File: src/rtl/seqdet_pkg.sv
// Shared state encoding, constants and helpers for the seqdet arbitration controller.
package seqdet_pkg;

  typedef enum logic [1:0] {
    IDLE  = 2'd0,
    SHIFT = 2'd1,
    RESP  = 2'd2
  } state_t;

  // Pattern the latched configuration holds out of reset
  localparam logic [3:0] DEFAULT_PATTERN = 4'b1010;

  function automatic int wrap_inc(input int idx, input int n);
    return (idx + 1 >= n) ? 0 : idx + 1;
  endfunction

endpackage

File: src/rtl/seqdet_prog.sv
// Programmable Mealy sequence detector: shifts one bit per enabled cycle and
// counts pattern matches, overlapping or not.
module seqdet_prog #(
  parameter int PAT_W = 4,
  parameter int CNT_W = 5
) (
  input  logic             clk,
  input  logic             rst_n,
  input  logic             clr,
  input  logic             bit_en,
  input  logic             bit_in,
  input  logic [PAT_W-1:0] pattern,
  input  logic             overlap,
  output logic             match_pulse,
  output logic [CNT_W-1:0] count
);

  localparam int FILL_W = $clog2(PAT_W + 1);

  logic [PAT_W-1:0]  hist_reg, hist_next;
  logic [FILL_W-1:0] fill_reg, fill_next;
  logic [CNT_W-1:0]  count_reg, count_next;
  logic [PAT_W-1:0]  hist_shift;
  logic [FILL_W-1:0] fill_inc;

  generate
    if (PAT_W == 1) begin : g_hist_one
      assign hist_shift = bit_in;
    end else begin : g_hist_many
      assign hist_shift = {hist_reg[PAT_W-2:0], bit_in};
    end
  endgenerate

  // Fill saturates so a full window stays full while overlapping
  assign fill_inc = (fill_reg == FILL_W'(PAT_W)) ? fill_reg : fill_reg + FILL_W'(1);

  always_comb begin
    hist_next   = hist_reg;
    fill_next   = fill_reg;
    count_next  = count_reg;
    match_pulse = 1'b0;
    if (clr) begin
      hist_next  = '0;
      fill_next  = '0;
      count_next = '0;
    end else if (bit_en) begin
      hist_next = hist_shift;
      fill_next = fill_inc;
      if (fill_inc == FILL_W'(PAT_W) && hist_shift == pattern) begin
        match_pulse = 1'b1;
        count_next  = count_reg + CNT_W'(1);
        if (!overlap) begin
          fill_next = '0;
        end
      end
    end
  end

  always_ff @(posedge clk or negedge rst_n) begin
    if (!rst_n) begin
      hist_reg  <= '0;
      fill_reg  <= '0;
      count_reg <= '0;
    end else begin
      hist_reg  <= hist_next;
      fill_reg  <= fill_next;
      count_reg <= count_next;
    end
  end

  assign count = count_reg;

endmodule

File: src/rtl/seqdet_arb_ctrl.sv
// Round-robin scheduler sharing one seqdet_prog detector among N_REQ requesters.
// Defining SEQDET_FIRST_POS_EN adds the resp_first_pos and resp_found outputs.
module seqdet_arb_ctrl
  import seqdet_pkg::*;
#(
  parameter int N_REQ  = 4,
  parameter int WORD_W = 16,
  parameter int PAT_W  = 4,
  parameter int CNT_W  = $clog2(WORD_W) + 1,
  parameter int ID_W   = $clog2(N_REQ),
  parameter int POS_W  = $clog2(WORD_W)
) (
  input  logic                    clk,
  input  logic                    rst_n,
  input  logic [N_REQ-1:0]        req_valid,
  input  logic [N_REQ*WORD_W-1:0] req_data,
  output logic [N_REQ-1:0]        req_ready,
  input  logic [PAT_W-1:0]        cfg_pattern,
  input  logic                    cfg_overlap,
  output logic                    resp_valid,
  input  logic                    resp_ready,
  output logic [ID_W-1:0]         resp_id,
  output logic [CNT_W-1:0]        resp_count,
  output logic                    busy
`ifdef SEQDET_FIRST_POS_EN
  ,
  output logic [POS_W-1:0]        resp_first_pos,
  output logic                    resp_found
`endif
);

  state_t            state_reg, state_next;
  logic [ID_W-1:0]   ptr_reg, ptr_next;
  logic [ID_W-1:0]   id_reg, id_next;
  logic [WORD_W-1:0] word_reg, word_next;
  logic [PAT_W-1:0]  pat_reg, pat_next;
  logic              ovl_reg, ovl_next;
  logic [POS_W-1:0]  bit_cnt_reg, bit_cnt_next;

  logic [WORD_W-1:0] req_word [N_REQ];
  logic              grant_found;
  logic [ID_W-1:0]   grant_id, cand_id;
  logic [N_REQ-1:0]  grant_onehot;

  logic              det_clr, det_en, det_match;
  logic [CNT_W-1:0]  det_count;

  genvar gi;
  generate
    for (gi = 0; gi < N_REQ; gi++) begin : g_req
      assign req_word[gi]     = req_data[gi*WORD_W +: WORD_W];
      assign grant_onehot[gi] = grant_found && (grant_id == ID_W'(gi));
    end
  endgenerate

  // First valid requester at or after the pointer, wrapping around
  always_comb begin
    grant_found = 1'b0;
    grant_id    = '0;
    cand_id     = '0;
    for (int k = 0; k < N_REQ; k++) begin
      cand_id = ID_W'((int'(ptr_reg) + k) % N_REQ);
      if (!grant_found && req_valid[cand_id]) begin
        grant_found = 1'b1;
        grant_id    = cand_id;
      end
    end
  end

  always_comb begin
    state_next   = state_reg;
    ptr_next     = ptr_reg;
    id_next      = id_reg;
    word_next    = word_reg;
    pat_next     = pat_reg;
    ovl_next     = ovl_reg;
    bit_cnt_next = bit_cnt_reg;
    det_clr      = 1'b0;
    det_en       = 1'b0;
    req_ready    = '0;
    case (state_reg)
      IDLE: begin
        req_ready = grant_onehot;
        if (grant_found) begin
          word_next    = req_word[grant_id];
          id_next      = grant_id;
          pat_next     = cfg_pattern;
          ovl_next     = cfg_overlap;
          bit_cnt_next = '0;
          det_clr      = 1'b1;
          state_next   = SHIFT;
        end
      end
      SHIFT: begin
        det_en       = 1'b1;
        word_next    = {word_reg[WORD_W-2:0], 1'b0};
        bit_cnt_next = bit_cnt_reg + POS_W'(1);
        if (bit_cnt_reg == POS_W'(WORD_W - 1)) begin
          state_next = RESP;
        end
      end
      RESP: begin
        if (resp_ready) begin
          ptr_next   = ID_W'(wrap_inc(int'(id_reg), N_REQ));
          state_next = IDLE;
        end
      end
      default: begin
        state_next = IDLE;
      end
    endcase
  end

  always_ff @(posedge clk or negedge rst_n) begin
    if (!rst_n) begin
      state_reg   <= IDLE;
      ptr_reg     <= '0;
      id_reg      <= '0;
      word_reg    <= '0;
      pat_reg     <= PAT_W'(DEFAULT_PATTERN);
      ovl_reg     <= 1'b0;
      bit_cnt_reg <= '0;
    end else begin
      state_reg   <= state_next;
      ptr_reg     <= ptr_next;
      id_reg      <= id_next;
      word_reg    <= word_next;
      pat_reg     <= pat_next;
      ovl_reg     <= ovl_next;
      bit_cnt_reg <= bit_cnt_next;
    end
  end

  // Word shifts left each SHIFT cycle, so the MSB is always the bit under test
  seqdet_prog #(
    .PAT_W (PAT_W),
    .CNT_W (CNT_W)
  ) u_det (
    .clk         (clk),
    .rst_n       (rst_n),
    .clr         (det_clr),
    .bit_en      (det_en),
    .bit_in      (word_reg[WORD_W-1]),
    .pattern     (pat_reg),
    .overlap     (ovl_reg),
    .match_pulse (det_match),
    .count       (det_count)
  );

  assign resp_valid = (state_reg == RESP);
  assign resp_id    = id_reg;
  assign resp_count = det_count;
  assign busy       = (state_reg != IDLE);

`ifdef SEQDET_FIRST_POS_EN
  logic [POS_W-1:0] first_pos_reg;

  always_ff @(posedge clk or negedge rst_n) begin
    if (!rst_n) begin
      first_pos_reg <= '0;
    end else if (det_clr) begin
      first_pos_reg <= '0;
    end else if (det_en && det_match && det_count == '0) begin
      first_pos_reg <= bit_cnt_reg;
    end
  end

  assign resp_first_pos = first_pos_reg;
  assign resp_found     = (det_count != '0);
`else
  logic unused_match;
  assign unused_match = det_match;
`endif

endmodule

File: config.mk
export PLATFORM = sky130hd
export DESIGN_NAME = seqdet_arb_ctrl
export DESIGN_NICKNAME = d
export VERILOG_FILES = /design/src/rtl/seqdet_pkg.sv /design/src/rtl/seqdet_prog.sv /design/src/rtl/seqdet_arb_ctrl.sv
export SDC_FILE = /design/constraint.sdc
export NUM_CORES = 1
export LEC_CHECK = 0
export ABC_CLOCK_PERIOD_IN_PS = 5200
export CAP_MARGIN = 20
export CORE_MARGIN = 8
export CORE_UTILIZATION = 48
export DETAILED_ROUTE_END_ITERATION = 12
export GPL_TIMING_DRIVEN = 0
export PLACE_DENSITY_LB_ADDON = 0.25
export SLEW_MARGIN = 20
export SYNTH_ARGS = -nofsm -noshare
export SYNTH_HDL_FRONTEND = slang
export SYNTH_SLANG_ARGS = --single-unit
File: constraint.sdc
create_clock -name clk -period 5.2 [get_ports clk]
set_input_delay 0.52 -clock clk [delete_from_list [all_inputs] [get_ports clk]]
set_output_delay 0.52 -clock clk [all_outputs]
set_load 0.02 [all_outputs]
### Yosys cells after proc, flatten, opt, wreduce, memory -nomap -nowiden

Index checks and enable logic that the tools add are counted.

| word-level totals | value |
|---|---|
| register bits after elaboration | 42 |
| bits of input ports | 76 |

| operators by class | value |
|---|---|
| add/subtract/negate cells | 7 |
| order comparisons | 6 |
| equality and inequality tests | 12 |
| mux-type cells | 42 |
| bitwise operators | 1 |
| reduce and logical (&&, ||, !) cells | 22 |

Operator list:

| cell | number |
|---|---|
| $mux W16 | 3 |
| $bmux W16 S2 | 1 |
| $pmux W16 S2 | 1 |
| $mux W3 | 7 |
| $mux W2 | 8 |
| $mux W5 | 3 |
| $lt A2 B3 Y1 const B | 4 |
| $mux W1 | 11 |
| $bmux W1 S2 | 4 |
| $logic_and A1 B1 Y1 | 8 |
| $mux W4 | 2 |
| $pmux W4 S2 | 1 |
| $reduce_and A2 Y1 | 4 |
| $reduce_bool A2 Y1 | 4 |
| $eq A2 B2 Y1 const B | 3 |
| $eq A3 B3 Y1 const B | 2 |
| $ge A3 B3 Y1 const B | 2 |
| $pmux W2 S3 | 1 |
| $add A5 B1 Y5 const B | 1 |
| $add A2 B2 Y2 const B | 2 |
| $add A4 B1 Y4 const B | 1 |
| $eq A2 B1 Y1 const B | 2 |
| $eq A4 B4 Y1 | 1 |
| $eq A4 B4 Y1 const B | 1 |
| other kinds (9) | 13 |

### Logic depth before layout (Yosys ltp)

Gate-level depths: netlist of the first run.

| logic depth | value |
|---|---|
| word-level depth | 18 |
| depth in mapped cells | 7 |
| mapped depth without buffers | 7 |

### Hierarchy

A second synthesis of the first run with hierarchy kept.

| unflattened totals | value |
|---|---|
| cells, all modules | 248 |
| area, all modules | 2508.7 sq um |

Modules (own cells, without submodules):

| module | instances | cells an instance | area an instance (sq um) | seq. area each (sq um) |
|---|---|---|---|---|
| seqdet_arb_ctrl | 1 | 182 | 1845.5 | 778.2 |
| seqdet_prog | 1 | 66 | 663.1 | 275.3 |

### Worst setup path before layout of the first run

OpenSTA, ideal clock, no wires.

| timing | value |
|---|---|
| path kind | reg-to-output |
| start | reg state_reg[0] |
| end | out req_ready[2] |
| data arrival time | 1.829 ns |
| data required time | 4.680 ns |
| slack | 2.851 ns |
| cell stages (with the launch flop) | 6 |
| path through | dfrtp_1 or2_2 nor2_1 nand2_1 clkbuf_1 nor2_1 |

| between the ends | value |
|---|---|
| word-level cells in the longest chain between the ends | 2 |

RTL lines:

| what | line | source |
|---|---|---|
| from (decl) | seqdet_arb_ctrl.sv:32 | `state_t state_reg, state_next;` |
| from (signal assigned) | seqdet_arb_ctrl.sv:124 | `state_reg <= state_next;` |
| $logic_not A2 Y1 | seqdet_arb_ctrl.sv:81 | `case (state_reg)` |
| $mux W4 | seqdet_arb_ctrl.sv:81 |  |
| to (decl) | seqdet_arb_ctrl.sv:17 | `output logic [N_REQ-1:0] req_ready,` |

Every way passes these cells.

### Worst setup path in the final report of the first run

| timing | value |
|---|---|
| start | in req_valid[0] |
| end | out req_ready[1] |

| between the ends | value |
|---|---|
| word-level cells in the longest chain between the ends | 15 |
| elaborated cells between the ends (all ways) | 25 |
| classes of those cells | 1 x eq/ne; 17 x mux; 7 x reduce/logical |

RTL lines:

| what | line | source |
|---|---|---|
| from (decl) | seqdet_arb_ctrl.sv:15 | `input logic [N_REQ-1:0] req_valid,` |
| $bmux W1 S2 | seqdet_arb_ctrl.sv:63 | `if (!grant_found && req_valid[cand_id]) begin` |
| $mux W1 (not written as such) | seqdet_arb_ctrl.sv:63 |  |
| $mux W1 | seqdet_arb_ctrl.sv:63 |  |
| $logic_not A1 Y1 | seqdet_arb_ctrl.sv:63 |  |
| $logic_and A1 B1 Y1 | seqdet_arb_ctrl.sv:63 |  |
| $mux W1 | seqdet_arb_ctrl.sv:63 |  |
| $logic_not A1 Y1 | seqdet_arb_ctrl.sv:63 |  |
| $logic_and A1 B1 Y1 | seqdet_arb_ctrl.sv:63 |  |
| $mux W1 | seqdet_arb_ctrl.sv:63 |  |
| $logic_not A1 Y1 | seqdet_arb_ctrl.sv:63 |  |
| $logic_and A1 B1 Y1 | seqdet_arb_ctrl.sv:63 |  |
| $mux W2 | seqdet_arb_ctrl.sv:63 |  |
| $eq A2 B1 Y1 | seqdet_arb_ctrl.sv:52 | `assign grant_onehot[gi] = grant_found && (grant_id == ID_W'(gi));` |
| $logic_and A1 B1 Y1 * | seqdet_arb_ctrl.sv:52 |  |
| $mux W4 * | seqdet_arb_ctrl.sv:81 |  |

Every way passes the cells marked *; elsewhere a longest branch is shown, timed or not. The select of a mux whose other input is x is not followed.

==> metrics.cfg, run 1 <==
[status]
status = completed

[global_route]
antenna_found_initial = 0
grt_max_degree = 26
grt_pass1_vias = 2423
grt_first_pass_wirelength_mm = 11.4
grt.total_usage = 0.190
gr-total-overflow = 0

[timing]
fin_tns_setup_ns = 0
hold_viol = 0
min_period_ns = 3.62
report.final.slew_viol_count = 0
max_freq_mhz = 277
relSlewSlack = 0.635
period_share = 0.695
rsz0062_at_grt = no
tightest_slew_ns = 0.547
finClkSkew_ns = 0.00586
setup_viol = 0

[finish]
num_antenna_cells = 0
area_growth_pct = 44.5
drive_gt1_frac = 0.0592
fillCellCount = 423
mostFrequentLayoutCells = 87 x clkdlybuf4s50_1, 40 x dfrtp_1, 37 x nand2_1, 37 x mux2i_1, 21 x a21oi_1
largest_register_ffs = 16
nets = 435
final_common_cell = clkdlybuf4s50_1
stdcell_count = 425

[die]
die_w_um = 87.6
io_pins = 89
core_um2 = 5010
start_util = 0.491
rows = 26
fp.dieH_um = 87.6
fp.dieArea_um2 = 7670

[synthesis]
synth_xor_xnor_area_share = 0.0214
synth_nets = 339
syn_area_per_cell_um2 = 9.52
synth-seq-cells = 42
synthMuxAreaShare = 0.155
yosysWarningCount = 0
syn_inst = 258
synth_top_family_by_area = simple AND/OR/NAND/NOR gates
synthAdderAreaFrac = 0.0255
syn-cell-area_um2 = 2460
yosys.area_share.simple = 0.173
synth_compound_area_frac = 0.159
yosysUniqueCellTypes = 35
seq_area_frac_synth = 0.429

[routing]
avgRoutedWirePerCell_um = 16.5
routed-via-count = 2350
firstDrtPassIters = 4
drc_errors = 0
drtIter0Drc = 106
routed_wirelength_mm = 7.03
routed_via_density = 5.53
ant_nets = 0

[worst_setup_path]
worstPathArrival_ns = 3.10
crit_chain = clkdlybuf4s50_1 > nor4_1 > nor2_1 > nand2b_1 > clkbuf_1 > clkbuf_1 > nor2_1 > clkdlybuf4s50_1
worstSetupPathType = in2out
cp_slowest_stage_delay_ns = 0.55
cp_max_fo = 10
cp_slowest_cell = clkdlybuf4s50_1
r2r_cells = 6
worstPathRequired_ns = 4.68
cp-start-kind = input pin
r2r_setup_slack_ns = 2.74
crit_path_end_kind = output pin

[clock_network]
cts-resized-gates = 0
clockRootBuffer = clkbuf_8
htree_levels = 2
cts_buffers = 5
cts_hold_buf = 0
post_cts_buffers = 0
path_clk_slew_ns = 0.08
cts_tree = yes
clk_path_buf_depth = 2
cts.sinks = 42
insertion_delay_ns = 0.30

[worst_hold_path]
min_path_type = in2async

[pwr]
power_density_nw_per_um2 = 414
ir_worst_vdd_uv = 197
p_leak_nw = 1.56

[placement]
dp.cells = 417
gp_congestion = 0.831
portBuffers = 88
dpl.hpwl_mm = 5.40

[flow_run]
drv_cap = 0

-- through the flow --
| stage | power, W | setup slack [ns] | area, um^2 | util | hold slack, ns |
|---|---|---|---|---|---|
| final | 0.00147 | 1.58 | 3550 | 0.709 | 0.151 |
| after global routing | 0.00158 | 1.35 | 3550 | 0.709 | 0.170 |
| after CTS | 0.00147 | 1.59 | 3550 | 0.709 | 0.154 |
| after detailed placement | 0.00121 | 1.58 | 3440 | 0.687 | 0.464 |
| after global placement | 0.00118 | 1.61 | 3430 | 0.684 | 0.456 |
| after floorplan | 0.000981 | 2.85 | 2460 | - | 0.224 |
-- final cells by class --
class,instances,area (um^2),share of cell area
plain buffers,16,63.8,0.0180
clock buffers,6,72.6,0.0204
clock inverters,2,37.5,0.0106
inverters,7,26.3,0.00740
multi-input cells,193,1310,0.370
flip-flops and latches,42,1050,0.297
well taps,70,87.6,0.0247
repair buffers,89,896,0.252
-- critical path: cells and delay by family --
family,cells,cell delay [ns]
buffers and inverters,4,1.78
AND/OR/NAND/NOR,4,0.78
-- where the power goes --
group | leakage (nW) | total, W | internal [W] | switching [W]
clock | 0.0514 | 0.000261 | 0.000143 | 0.000117
combinational | 0.979 | 0.000639 | 0.000302 | 0.000336
sequential | 0.525 | 0.000570 | 0.000466 | 0.000104
total | 1.56 | 0.00147 | 0.000911 | 0.000558
-- routing by layer --
metal / track usage / part of all wire
met4: 0.0719 / 0.022
met2: 0.315 / 0.49
met5: 0 / 0
met1: 0.224 / 0.42
met3: 0.0582 / 0.068
-- synth_stat cells --
library cell   n  area share
buf_1          2      0.0031
nand2_1       37       0.057
a2bb2oi_1      1      0.0036
a21oi_1       21       0.043
mux2i_1       37        0.15
nand2b_1       5       0.013
nor2b_1        2      0.0051
nand4_1        3      0.0076
a31o_2         1      0.0036
o2bb2ai_1      1      0.0036
clkbuf_1      11       0.017
a2111oi_4      1       0.011
o22ai_1        1      0.0025
o21ai_0       14       0.029
xor2_1         1      0.0036
nand3_1        6       0.012
ha_1           5       0.025
inv_1          6      0.0092
nor4b_1        1      0.0036
or4b_4         1      0.0056
nor3b_1        1      0.0031
dfrtp_1       40        0.41
xnor2_1        5       0.018
o221ai_1      16       0.057
a2111oi_0      1      0.0036
or2_2          2      0.0051
buf_2          3      0.0061
nor4_1         1      0.0025
mux2_2         1      0.0046
inv_2          1      0.0015
nor2_1        11       0.017
and3_1        15       0.038
o31ai_1        1      0.0031
and4b_1        1      0.0041
dfstp_2        2       0.021
-- logic make-up (layout without fill, tap and decap cells) --
group	count (synthesis)	after routing
flops	42	42
simple gates	86	86
mux	38	38
xor+xnor	6	6
compound gates	58	58
fa+ha+maj	5	5
buf+inv	23	120
-- path summary, 6_finish.rpt --
kind,from,endpoint
worst max register to register,u_det.fill_reg[0],u_det.count[2]
worst min register to register,pat_reg[3],pat_reg[3]
worst min-delay path,rst_n,ovl_reg
max in group asynchronous,rst_n,word_reg[6]
min in group clk,pat_reg[3],pat_reg[3]
worst max-delay path,req_valid[0],req_ready[1]
(Power assumes the default switching activity.)
==> run 2, diff against run 1 <==
--- a/config.mk
+++ b/config.mk
@@ -5,10 +5,10 @@
 export SDC_FILE = /design/constraint.sdc
 export NUM_CORES = 1
 export LEC_CHECK = 0
-export ABC_CLOCK_PERIOD_IN_PS = 5200
+export ABC_CLOCK_PERIOD_IN_PS = 3540
 export CAP_MARGIN = 20
 export CORE_MARGIN = 8
-export CORE_UTILIZATION = 48
+export CORE_UTILIZATION = 45
 export DETAILED_ROUTE_END_ITERATION = 12
 export GPL_TIMING_DRIVEN = 0
 export PLACE_DENSITY_LB_ADDON = 0.25
==> constraint.sdc (replaced) <==
create_clock -name clk -period 3.54 [get_ports clk]
set_input_delay 0.354 -clock clk [delete_from_list [all_inputs] [get_ports clk]]
set_output_delay 0.354 -clock clk [all_outputs]
set_load 0.02 [all_outputs]
==> run 2 against run 1 <==
  * Combinational power grew 46%
  * Worst setup slack lost 1.4 ns
  * Die area grew 5.4%
  * Final cell count grew 0.71%
  * Register-to-register slack lost 1.6 ns
  * Worst hold slack improved by 0.32 ns
  * Critical path depth shrank 2
  * Flip-flop and latch count unchanged
  * Sequential share of layout area fell by 0.094 points
  * Clock power increased by 43%
  * Utilization decreased by 5.0 points
  * Non-clock buffer count increased by 1
  * Critical path type is now reg2out
  * Highest routed layer unchanged
==> metrics.cfg, run 2 (synthesis results as in run 1) <==
[worst_setup_path]
rr_startpoint = u_det.fill_reg[0]
cp_max_fo = 10
cp-start-kind = flop
r2r-end = u_det.count[2]
worstSetupPathType = reg2out
r2r_setup_slack_ns = 1.11
crit_path_end_kind = output pin
worstPathRequired_ns = 3.19
worstPathArrival_ns = 2.96
endpoint = req_ready[3]
crit_start = state_reg[0]
r2r_cells = 6

[pwr]
p_leak_nw = 1.57
pwr-share-seq = 0.387
power_density_nw_per_um2 = 597
p_clk_frac = 0.176
ir_worst_vdd_uv = 277
p_int_w = 0.00134
switching_share = 0.372
combPwrFrac = 0.437
netSwitchingPower_w = 0.000791

[clock_network]
cts.sinks = 42
clockRootBuffer = clkbuf_8
insertion_delay_ns = 0.30
htree_levels = 2
path_clk_slew_ns = 0.08
cts_tree = yes
cts-resized-gates = 0
cts_buffers = 5
clk_path_buf_depth = 2
post_cts_buffers = 0
cts_hold_buf = 1

[flow_run]
drv_cap = 0

[placement]
dp.cells = 419
portBuffers = 88
gp_congestion = 0.773
dpl.hpwl_mm = 5.28

[worst_hold_path]
min_path_type = reg2reg

[global_route]
grt.total_usage = 0.164
gr-total-overflow = 0
antenna_found_initial = 0
grt_pass1_vias = 2435
grt_first_pass_wirelength_mm = 11.1
grt_max_degree = 26

[routing]
drtIter0Drc = 102
firstDrtPassIters = 4
routed_wirelength_mm = 6.62
ant_nets = 0
routed_via_density = 5.31
avgRoutedWirePerCell_um = 15.5
routed-via-count = 2271
drc_errors = 0

[timing]
setup_viol = 0
finClkSkew_ns = 0.00441
rsz0062_at_grt = no
max_freq_mhz = 302
fin_tns_setup_ns = 0
whs_ns = 0.475
min_period_ns = 3.31
hold_viol = 0
report.final.slew_viol_count = 0
tightest_slew_ns = 0.588
period_share = 0.936
relSlewSlack = 0.608

[finish]
fillCellCount = 470
num_antenna_cells = 0
final_common_cell = clkdlybuf4s50_1
largest_register_ffs = 16
drive_gt1_frac = 0.0618
stdcell_count = 428
nets = 436
mostFrequentLayoutCells = 87 x clkdlybuf4s50_1, 40 x dfrtp_1, 37 x nand2_1, 37 x mux2i_1, 21 x a21oi_1
utilization = 0.659
area_growth_pct = 45.0

[die]
start_util = 0.455
fp.dieH_um = 89.9
rows = 27
fp.dieArea_um2 = 8080
core_um2 = 5410
die_w_um = 89.9
io_pins = 89

[status]
status = completed

run 2: changes by cell type in the layout (fill, tap and decap cells not counted), sizes merged:
cell	change
clkinvlp	-1
clkbuf	-1
dlygate4sd3	+1
clkinv	+2
run 2: area by class of cell:
| cell class | instances | area (um^2) | area share |
|---|---|---|---|
| Multi-Input combinational cell | 193 | 1310 | 0.369 |
| Sequential cell | 42 | 1050 | 0.296 |
| Timing Repair Buffer | 90 | 906 | 0.254 |
| Tap cell | 72 | 90.1 | 0.0253 |
| Clock buffer | 5 | 68.8 | 0.0193 |
| Buffer | 16 | 63.8 | 0.0179 |
| Clock inverter | 3 | 40.0 | 0.0112 |
| Inverter | 7 | 26.3 | 0.00738 |
run 2: worst max-delay path: stages (launching register included):
cell             delay, ns
dfrtp_1               0.41
or2_2                 0.32
nor2_1                0.46
nand2_1               0.38
clkbuf_1              0.31
nor2_1                0.16
clkdlybuf4s50_1       0.62
run 2: power by group through the flow:
stage	Sequential (W)	Combinational, W	Clock (W)
floorplan	0.000817	0.000625	0
global placement	0.000825	0.000905	0
detailed placement	0.000833	0.000928	0
CTS	0.000824	0.000937	0.000384
global route	0.000850	0.00104	0.000405
finish	0.000823	0.000930	0.000374
run 2: worst min-delay path by stage:
stage,startpoint,end,slack [ns],depth (start not counted)
finish,pat_reg[3],pat_reg[3],0.48,2
global route,pat_reg[1],pat_reg[1],0.49,2
CTS,pat_reg[1],pat_reg[1],0.48,2
detailed placement,rst_n,u_det.fill_reg[0],0.32,1
global placement,pat_reg[3],pat_reg[3],0.46,2
floorplan,rst_n,bit_cnt_reg[0],0.06,0
run 2: metrics by stage:
stage	total power, W	setup WS [ns]	instance area, um^2
CTS	0.00214	0.153	3560
floorplan	0.00144	1.32	2460
global placement	0.00173	0.281	3430
finish	0.00213	0.226	3560
detailed placement	0.00176	0.237	3440
global route	0.00230	0.00743	3560
run 2: per-layer routing:
metal  track usage  up-vias  wire (um)
met5             0        -          0
met2         0.277       75       3270
met3        0.0732        5        521
met1         0.184     1059       2780
met4        0.0388        0         40
li1              -     1132          -
==> run 3, diff against run 2 <==
--- a/config.mk
+++ b/config.mk
@@ -12,6 +12,7 @@
 export DETAILED_ROUTE_END_ITERATION = 12
 export GPL_TIMING_DRIVEN = 0
 export PLACE_DENSITY_LB_ADDON = 0.25
+export SETUP_SLACK_MARGIN = 0.5
 export SLEW_MARGIN = 20
 export SYNTH_ARGS = -nofsm -noshare
 export SYNTH_HDL_FRONTEND = slang
==> run 3 against run 2 <==
  * Total power is 1.2% higher
  * Clock-buffer cell count stayed put
  * First-iteration DRC count is 3.9% lower
  * Critical endpoint is now req_ready[1]
  * Flip-flop and latch count stayed put
  * Utilization is 0.83 points higher
  * Largest cell class unchanged
  * Sequential power hardly changed
  * Sequential share of layout area is 0.37 points lower
  * Final cell count is 0.23% higher
  * Via count is 0.48% higher
  * Highest routed layer unchanged
==> metrics.cfg, run 3 (synthesis results as in run 1) <==
[status]
status = completed

[pwr]
p_clk_frac = 0.175
switching_share = 0.373
power_density_nw_per_um2 = 597
p_int_w = 0.00135
p_leak_nw = 1.58
pwr-share-seq = 0.384
ir_worst_vdd_uv = 277
netSwitchingPower_w = 0.000804
combPwrFrac = 0.442

[timing]
relSlewSlack = 0.639
rsz0062_at_grt = no
report.final.slew_viol_count = 0
period_share = 0.821
finClkSkew_ns = 0.00303
setup_viol = 0
tightest_slew_ns = 0.542
max_freq_mhz = 344
min_period_ns = 2.91
hold_viol = 0
fin_tns_setup_ns = 0

[placement]
portBuffers = 88
dpl.hpwl_mm = 5.28
gp_congestion = 0.773
place_area_um2 = 3440
dp.cells = 419

[die]
die_w_um = 89.9
fp.dieH_um = 89.9
fp.dieArea_um2 = 8080
start_util = 0.455
io_pins = 89
rows = 27
core_um2 = 5410

[finish]
mostFrequentLayoutCells = 87 x clkdlybuf4s50_1, 40 x dfrtp_1, 37 x mux2i_1
stdcell_count = 429
nets = 437
largest_register_ffs = 16
num_antenna_cells = 0
area_growth_pct = 46.8
final_common_cell = clkdlybuf4s50_1
utilization = 0.667
fillCellCount = 466
drive_gt1_frac = 0.0840
final_cell_area_um2 = 3610

[worst_setup_path]
worstSetupPathType = in2out
crit_start = req_valid[1]
crit_path_end_kind = output pin
worstPathRequired_ns = 3.19
cp_slowest_stage_delay_ns = 0.62
cp_slowest_cell = clkdlybuf4s50_1
worstPathArrival_ns = 2.55
crit_chain = clkdlybuf4s50_1 > inv_1 > nand3_1 > a2bb2oi_1 > nand2b_1 > clkbuf_2 > clkbuf_4 > nor2_1 > clkdlybuf4s50_1
cp-start-kind = input pin
rr_startpoint = u_det.fill_reg[0]
cp_max_fo = 10
crit_top_cell = clkdlybuf4s50_1

[clock_network]
clockRootBuffer = clkbuf_8
cts_buffers = 5
path_clk_slew_ns = 0.08
cts.sinks = 42
cts_tree = yes
htree_levels = 2
clk_path_buf_depth = 2
insertion_delay_ns = 0.30

[flow_run]
drv_cap = 0

[global_route]
grt_max_degree = 26
gr-total-overflow = 0
antenna_found_initial = 0
grt.total_usage = 0.164
grt_first_pass_wirelength_mm = 11.2
grt_pass1_vias = 2444

[routing]
drc_errors = 0
firstDrtPassIters = 5
routed-via-count = 2282
drtIter0Drc = 98
avgRoutedWirePerCell_um = 15.6
ant_nets = 0
routed_via_density = 5.32
routed_wirelength_mm = 6.70

[worst_hold_path]
hp-start = pat_reg[3]
min_path_type = reg2reg

## run 3: worst max-delay path, delay by kind of cell
kind | cells | cell delay, ns
buffers and inverters | 5 | 1.75
AND/OR/NAND/NOR | 3 | 0.35
AO/OA/AOI/OAI | 1 | 0.10
## run 3: power by group through the flow
stage	registers (W)	logic (W)	clock network (W)
2_1_floorplan	0.000817	0.000625	0
3_3_place_gp	0.000825	0.000905	0
3_5_place_dp	0.000833	0.000928	0
4_1_cts	0.000824	0.000947	0.000384
5_1_grt	0.000850	0.00106	0.000405
6_report	0.000826	0.000951	0.000376
## run 3: path summary, 6_finish.rpt
check,end,slack (ns),cells past startpoint
max in group asynchronous,pat_reg[1],2.47,3
worst min register to register,pat_reg[3],0.48,2
worst min-delay path,pat_reg[3],0.48,2
worst max-delay path,req_ready[1],0.63,9
worst max register to register,u_det.count[2],1.11,6
min in group asynchronous,u_det.fill_reg[0],0.52,2
## run 3: metal layers
| metal | vias up | wire length (um) | share of wire | global-route usage |
|---|---|---|---|---|
| met2 | 71 | 3330 | 0.50 | 0.278 |
| li1 | 1136 | - | - | - |
| met1 | 1071 | 2820 | 0.42 | 0.185 |
| met5 | - | 0 | 0 | 0 |
| met4 | 0 | 33 | 0.0049 | 0.0388 |
| met3 | 4 | 510 | 0.076 | 0.0732 |
## run 3: final cells by class
cell class / instances / area (um^2) / area share
buffer: 16 / 72.6 / 0.0201
clock inverter: 3 / 40.0 / 0.0111
sequential: 42 / 1050 / 0.292
clock buffer: 5 / 68.8 / 0.0191
multi-input combinational: 193 / 1340 / 0.372
timing repair buffer: 91 / 913 / 0.253
inverter: 7 / 26.3 / 0.00728
tap: 72 / 90.1 / 0.0250
## run 3: stage by stage
| step | power (W) | setup WS (ns) | hold slack, ns |
|---|---|---|---|
| 2_1_floorplan | 0.00144 | 1.32 | 0.0584 |
| 3_3_place_gp | 0.00173 | 0.281 | 0.456 |
| 3_5_place_dp | 0.00176 | 0.237 | 0.317 |
| 4_1_cts | 0.00216 | 0.548 | 0.478 |
| 5_1_grt | 0.00231 | 0.511 | 0.490 |
| 6_report | 0.00215 | 0.632 | 0.475 |
## run 3: timing repair
| item | CTS | global route |
|---|---|---|
| setup buffers | 0 | 1 |
| resized for setup | 8 | 5 |
| endpoints found under the setup margin | 4 | 4 |
| hold buffers | 1 | 0 |
| endpoints found under the hold margin | 13 | 0 |
